**src/rtl/vcsr_seq.sv**
```systemverilog
// Vector CSR update (vsetvli/vsetivli) and element sequencer.
// Ports: clk/rst_n, CSR write (vcsr_wen, SEW, lmul, AVL) -> vl/vtype/rd,
//   sequence start (seq_start/seq_ready), element handshake, seq_done.
module vcsr_seq #(
  parameter int VLEN = 128,
  parameter int ELEN = 32
) (
  input  logic        clk,
  input  logic        rst_n,
  input  logic        vcsr_wen,
  input  logic [2:0]  SEW,
  input  logic [2:0]  lmul,
  input  logic [6:0]  AVL,
  output logic        csr_stall,
  output logic        rd_wen,
  output logic [31:0] rd_data,
  output logic [7:0]  vl,
  output logic [2:0]  vsew,
  output logic [2:0]  vlmul,
  output logic        vill,
  input  logic        seq_start,
  output logic        seq_ready,
  output logic        elem_valid,
  input  logic        elem_ready,
  output logic [7:0]  elem_idx,
  output logic        elem_last,
  output logic        seq_done
);

  typedef enum logic [1:0] {
    IDLE = 2'd0,
    RUN  = 2'd1,
    DONE = 2'd2
  } state_t;

  state_t state;

  logic [31:0] base;
  logic [31:0] vlmax;
  logic [31:0] sew_bits;
  logic [31:0] avl_w;
  logic        bad;
  logic [7:0]  new_vl;
  logic        csr_apply;
  logic        start_ok;

  always_comb begin
    base     = 32'(VLEN) >> (4'(SEW) + 4'd3);
    sew_bits = 32'd8 << SEW;
    vlmax    = '0;
    if (lmul[2])
      vlmax = base >> (4'd8 - 4'(lmul));
    else
      vlmax = base << lmul[1:0];
    bad = SEW[2]
        | (sew_bits > 32'(ELEN))
        | (lmul == 3'b100)
        | (vlmax == 32'd0);
    avl_w  = 32'(AVL);
    new_vl = (avl_w < vlmax) ? 8'(avl_w) : 8'(vlmax);
  end

  // A write only lands in IDLE; elsewhere upstream holds it.
  assign csr_apply = vcsr_wen & (state == IDLE);
  assign csr_stall = vcsr_wen & (state != IDLE);
  assign seq_ready = (state == IDLE) & ~vcsr_wen;
  assign start_ok  = seq_ready & seq_start;

  assign elem_valid = (state == RUN);
  assign elem_last  = (state == RUN) & (elem_idx == vl - 8'd1);
  assign seq_done   = (state == DONE);
  assign rd_data    = {24'b0, vl};

  always_ff @(posedge clk) begin
    if (!rst_n) begin
      state    <= IDLE;
      vl       <= '0;
      vsew     <= '0;
      vlmul    <= '0;
      vill     <= 1'b1;
      elem_idx <= '0;
      rd_wen   <= 1'b0;
    end else begin
      rd_wen <= 1'b0;
      if (csr_apply) begin
        rd_wen <= 1'b1;
        if (bad) begin
          vill  <= 1'b1;
          vl    <= '0;
          vsew  <= '0;
          vlmul <= '0;
        end else begin
          vill  <= 1'b0;
          vl    <= new_vl;
          vsew  <= SEW;
          vlmul <= lmul;
        end
      end
      unique case (state)
        IDLE: begin
          if (start_ok) begin
            elem_idx <= '0;
            if (!vill && vl != 8'd0)
              state <= RUN;
            else
              state <= DONE;
          end
        end
        RUN: begin
          if (elem_ready) begin
            if (elem_last)
              state <= DONE;
            else
              elem_idx <= elem_idx + 8'd1;
          end
        end
        DONE: state <= IDLE;
        default: state <= IDLE;
      endcase
    end
  end

endmodule
```
**config.mk**
```make
export PLATFORM = sky130hd
export DESIGN_NAME = vcsr_seq
export DESIGN_NICKNAME = d
export VERILOG_FILES = /design/src/rtl/vcsr_seq.sv
export SDC_FILE = /design/constraint.sdc
export NUM_CORES = 1
export LEC_CHECK = 0
export ABC_AREA = 0
export BUFFER_PORTS_ARGS = -buffer_cell sky130_fd_sc_hd__buf_2
export CAP_MARGIN = 20
export CELL_PAD_IN_SITES_DETAIL_PLACEMENT = 1
export CELL_PAD_IN_SITES_GLOBAL_PLACEMENT = 2
export CORE_ASPECT_RATIO = 1.75
export CORE_MARGIN = 1
export CORE_UTILIZATION = 30
export DETAILED_ROUTE_END_ITERATION = 6
export GPL_TIMING_DRIVEN = 0
export PLACE_DENSITY_LB_ADDON = 0.25
export SYNTH_ARGS = -nofsm -noshare
export SYNTH_HDL_FRONTEND = slang
export SYNTH_SLANG_ARGS = --single-unit
```
**constraint.sdc**
```tcl
create_clock -name clk -period 9.3 [get_ports clk]
set_input_delay 0.93 -clock clk [delete_from_list [all_inputs] [get_ports clk]]
set_output_delay 0.93 -clock clk [all_outputs]
set_load 0.03 [all_outputs]
```
# [Word level (Yosys, flattened, before mapping)]
# Index checks and enable logic that the tools add are counted.
[totals] word_cells=59 ff_bits=26
[op_classes] n_mux=16 n_reduce_logical=9 shift=4 bitwise_logic=9 magnitude_cmp=2 eq_ne=8 n_addsub=4
[op_table] cell="8-bit two-way mux" n=5
[op_table] cell="32-bit by 6-bit greater-than comparator with 1-bit output, second input constant" n=1
[op_table] cell="32-bit zero test" n=1
[op_table] cell="7-bit by 32-bit less-than comparator with 1-bit output" n=1
[op_table] cell="32-bit two-way mux" n=1
[op_table] cell="32-bit by 2-bit left shift with 32-bit output" n=1
[op_table] cell="4-bit by 3-bit left shift with 32-bit output, first input constant" n=1
[op_table] cell="32-bit by 4-bit >> shifter with 32-bit output" n=1
[op_table] cell="8-bit by 4-bit >> shifter with 32-bit output, first input constant" n=1
[op_table] cell="8-bit case mux with 2 select lines" n=1
[op_table] cell="8-bit by 1-bit adder with 8-bit output, second input constant" n=1
[op_table] cell="8-bit equality test" n=1
[op_table] cell="2-bit two-way mux" n=4
[op_table] cell="8-bit nonzero test" n=1
[op_table] cell="8-bit by 1-bit subtractor with 8-bit output, second input constant" n=1
[op_table] cell="3-bit two-way mux" n=2
[op_table] cell="1-bit AND" n=5
[op_table] cell="3-bit by 2-bit adder with 4-bit output, second input constant" n=1
[op_table] cell="2-bit by 1-bit != test with 1-bit output, second input constant" n=2
[op_table] cell="2-bit != test, second input constant" n=2
[op_table] cell="2-bit case mux with 2 select lines" n=1
[op_table] cell="4-bit AND reduction" n=1
[op_table] cell="2-bit nonzero test" n=2
[op_table] cell="4-bit by 3-bit subtractor with 4-bit output, first input constant" n=1
[op_table] cell="10 further kinds" n=13

# [Longest topological paths before layout]
[logic_depth] depth_word=7 mapped_depth=17

# [Worst setup path after synthesis]
# No wires, ideal clock.
[synth_timing] path_kind="input-to-reg" start="input port lmul[1]" end="register vl[4]" arrival_time_ps=3794 setup_slack_ps=5435 cell_stages=15 n_path_buf=2 path_cell_list="buf_1 -> inv_1 -> ha_1 -> ha_1 -> nand3b_1 -> nor3_1 -> a21oi_1 -> ha_1 -> a21o_1 -> a211o_1 -> a211oi_1 -> a31o_1 -> buf_2 -> mux2_1 -> o21ai_1"
[synth_via] elab_chain_len=6
[synth_lines] element="start: declaration" line="12" text="input logic [2:0] lmul,"
[synth_lines] element="4-bit by 3-bit subtractor with 4-bit output" line="52" text="vlmax = base >> (4'd8 - 4'(lmul));"
[synth_lines] element="32-bit by 4-bit >> shifter with 32-bit output" line="52"
[synth_lines] element="32-bit two-way mux" line="51" text="if (lmul[2])"
[synth_lines] element="7-bit by 32-bit less-than comparator with 1-bit output or 32-bit zero test (tied branches)" line="60, 58"
[synth_lines] element="8-bit two-way mux or 1-bit OR (tied branches)" line="60, 58"
[synth_lines] element="8-bit two-way mux *" line="87" text="if (bad) begin"
[synth_lines] element="end signal: assignment" line="94" text="vl <= new_vl;"
[synth_lines] element="end: declaration" line="17" text="output logic [7:0] vl,"
# Every way passes the cells marked *; elsewhere a longest branch is shown, timed or not.
# A chain may end at the register's enable or synchronous reset.

# [Worst setup path after layout]
# Ends and elaborated chain as after synthesis.

==> results.md <==
- Top flip-flop cell by instance count after synthesis: dfxtp_1
- DR top layer: met4
- Mean routed wirelength per cell: 14.7 um
- HPWL after DPL: 5450 um
- Share of Yosys cell area claimed by the top area cell type: 22.8%
- CTS buffer count: 3
- Die Height: 117 um
- Max Buffers Root-to-Sink: 2
- Residual overflow from global routing: 0
- Total setup buffers inserted after CTS: 0
- Largest net degree at the start of global routing: 16
- Final WL: 6640 um
- Share of post-route cells with drive strength above 1: 27.6%
- Worst hold margin: 0.488 ns
- Final Hold Vio Count: 0
- Class of the most critical setup path: input pin to flip-flop
- Area leader, netlist: dfxtp_1
- Max Clock Skew: 0.00517 ns
- Count of maximum capacitance violations: 0
- DR vias/cell: 4.92
- Master cell of the clock root buffer: clkbuf_16
- Startpoint class of the critical path: input pin
- Internal reg-to-reg setup slack: 6.62 ns
- Number of DRC markers after the initial detailed-route iteration: 83
- Post-detailed-route count of antenna-violating nets: 0
- Post-synthesis instance area: 2280 um^2
- GRT Util Overall: 17.1%
- First-pass GRT wire length: 10600 um
- Crit path arrival time: 4.45 ns
- Distinct cell type count of the synthesized netlist: 62
- RSZ-0062 raised after global routing: false
- Seq/Total Area, Yosys: 22.8%
- Number of H-tree branching levels: 1
- Die Width: 68.0 um
- Number of synthesized flops with an enable pin: 0
- Classification of the worst-slack hold path: flip-flop to flip-flop
- Length of routed wiring on met1: 2390 um
- R2R depth: 9
- Die Footprint: 7980 um^2
- Layout overhead on the synthesized area: 24.7%
- Period utilization: 45.8%
- Fmax achieved: 235 MHz
- Result of the run: finished, final reports clean
- Source-to-sink clock delay at the later pin of the worst-skew pair: 0.26 ns
- Pin slew with the least headroom to its limit: 0.880 ns
- Initial antenna violation count: 0
- DRC violation count after routing: 0
- Time the worst path needs with I/O delays and setup: 4.26 ns
- Number of warnings issued by yosys: 0
- Number of antenna cells inserted: 0
- Maximum fanout encountered on the critical timing path: 10
- Max-slew violation count: 0
- Final setup violation count: 0
- Post-Place Cell Area: 2740 um^2
- Layout net count: 395
- Largest cells by area after synthesis: dfxtp_1 (23%), buf_4 (11%), ha_1 (5.5%), nor2b_1 (4.1%), nand2_1 (3.9%)
- Sum Neg Setup Slack: 0 ns
- Met2 WL post-DR: 4020 um
- Post-CTS clock slew at the launch and capture registers of the worst setup and hold paths: 0.07 ns
- Routed vias: 2225
- Data required, critical path: 9.49 ns
- Clock tree from TritonCTS: built
- Number of port buffers: 53
- Crit. End Element: flip-flop
- Avg Inst Size Synth: 7.98 um^2
- Routed met3 length: 162 um
- Number of placement rows: 41
- Area of the core region: 7280 um^2
- Vias in the first global route: 2201
- TritonCTS sink count: 26
- Power density cells: 116 nW/um^2
- Seq cells post-synth: 26
- Synthesized instance count: 286
- Final non-filler cell area: 2850 um^2
- Hold Path Cell Cnt: 1
- Async S/R FF share, synth: 0%
- Initial core utilization: 31.3%
- Leakage: 1.39 nW
- Count of instances resized after the clock tree is built: 0
- Number of iterations in the first detailed-routing pass: 4
- # hold bufs at CTS: 0
- Relative slew slack: 41.1%
- Routability cong.: 0.774
- Number of ports placed on the die boundary: 79
- IR Drop Worst-Case VDD: 0.0571 mV
[cells by family after synthesis]
logic type,share of synthesized area [%]
AO/OA/AOI/OAI,18.2
buffers and inverters,14.9
flip-flops,22.8
XOR/XNOR,6.52
other,0.164
AND/OR/NAND/NOR,28.3
adder cells (fa/ha/maj),5.92
multiplexers,3.18
[sequential cells by signal (all words and copies together) (netlist names)]
register	count
rd_wen	1
vill	1
vlmul	3
vl	8
vsew	3
state	2
elem_idx	8
[synthesized netlist by cell type, types with 3 or more instances]
library cell and number:
a211o_1 3, a21oi_1 8, a22oi_1 6, a31oi_1 5, and2_1 6, and3_1 3
and4_1 3, buf_2 5, buf_4 32, clkbuf_1 5, dfxtp_1 26, ha_1 10
inv_1 13, mux2i_1 5, nand2_1 24, nand2b_1 3, nand3_1 3, nand3b_1 3
nand4_1 4, nor2_1 17, nor2b_1 15, nor3_1 9, o211ai_1 3, o21ai_0 3
o21ai_1 8, or3_1 3, or4_1 3, xnor2_1 7, xor2_1 10
[cells in the final DEF, fill, tap and decap left out, types with 4 or more instances in the layout]
cell,synthesis,final
xnor2_1,7,7
inv_1,13,13
nor2_1,17,17
mux2i_1,5,5
nor2b_1,15,15
nand4_1,4,4
nor3_1,9,9
a22oi_1,6,6
o21ai_1,8,8
buf_4,32,32
a31oi_1,5,5
clkbuf_1,5,5
and2_1,6,6
conb_1,1,24
nand2_1,24,24
ha_1,10,10
buf_2,5,58
dfxtp_1,26,26
a21oi_1,8,8
xor2_1,10,10
[area by class of cell]
cell class	count	area (um^2)
multi-input combinational	226	1510
clock buffer	3	75.1
timing repair buffer	53	265
clock inverter	1	30.0
fill	950	4440
sequential	26	520
inverter	13	48.8
tap	86	108
buffer	44	292
[worst max-delay path, cell delays in order]
cell and delay (ns):
buf_2 0.11, buf_1 0.37, inv_1 0.12, ha_1 0.21
ha_1 0.39, nand3b_1 0.16, nor3_1 0.24, a21oi_1 0.12
ha_1 0.23, a21o_1 0.17, a211o_1 0.30, o22ai_1 0.18
a41o_1 0.13, a31o_1 0.10, buf_2 0.21, mux2_1 0.36
o21ai_1 0.12
[per-layer routing]
layer  track usage [%]  vias to the layer above
met5                 0                        -
met4              3.91                        0
met3              1.07                        5
met2              35.8                       39
met1              16.2                     1058
li1                  -                     1123
[power breakdown]
part | switching [W] | leakage, nW | internal, W
Clock | 0.0000409 | 0.0511 | 0.0000857
Sequential | 0.00000211 | 0.210 | 0.000113
Combinational | 0.0000565 | 1.13 | 0.0000333
Total | 0.0000995 | 1.39 | 0.000232
[metrics by stage]
stage | utilization [%] | instances | total power [W] | worst slack [ns]
after floorplan | - | 309 | 0.000187 | 5.44
after global placement | 37.7 | 448 | 0.000207 | 4.76
after detailed placement | 37.7 | 448 | 0.000208 | 4.71
after CTS | 39.1 | 452 | 0.000335 | 4.98
after global routing | 39.1 | 452 | 0.000346 | 4.69
final | 39.1 | 452 | 0.000332 | 5.04
[worst paths after layout]
kind                               to            startpoint
min reg2reg      vsew[2]$_SDFFE_PN0P_  vsew[2]$_SDFFE_PN0P_
max reg2reg  elem_idx[7]$_SDFFE_PN0P_    vl[0]$_SDFFE_PN0P_
min              vsew[2]$_SDFFE_PN0P_  vsew[2]$_SDFFE_PN0P_
max                vl[4]$_SDFFE_PN0P_               lmul[1]
(Power assumes the default switching activity.)
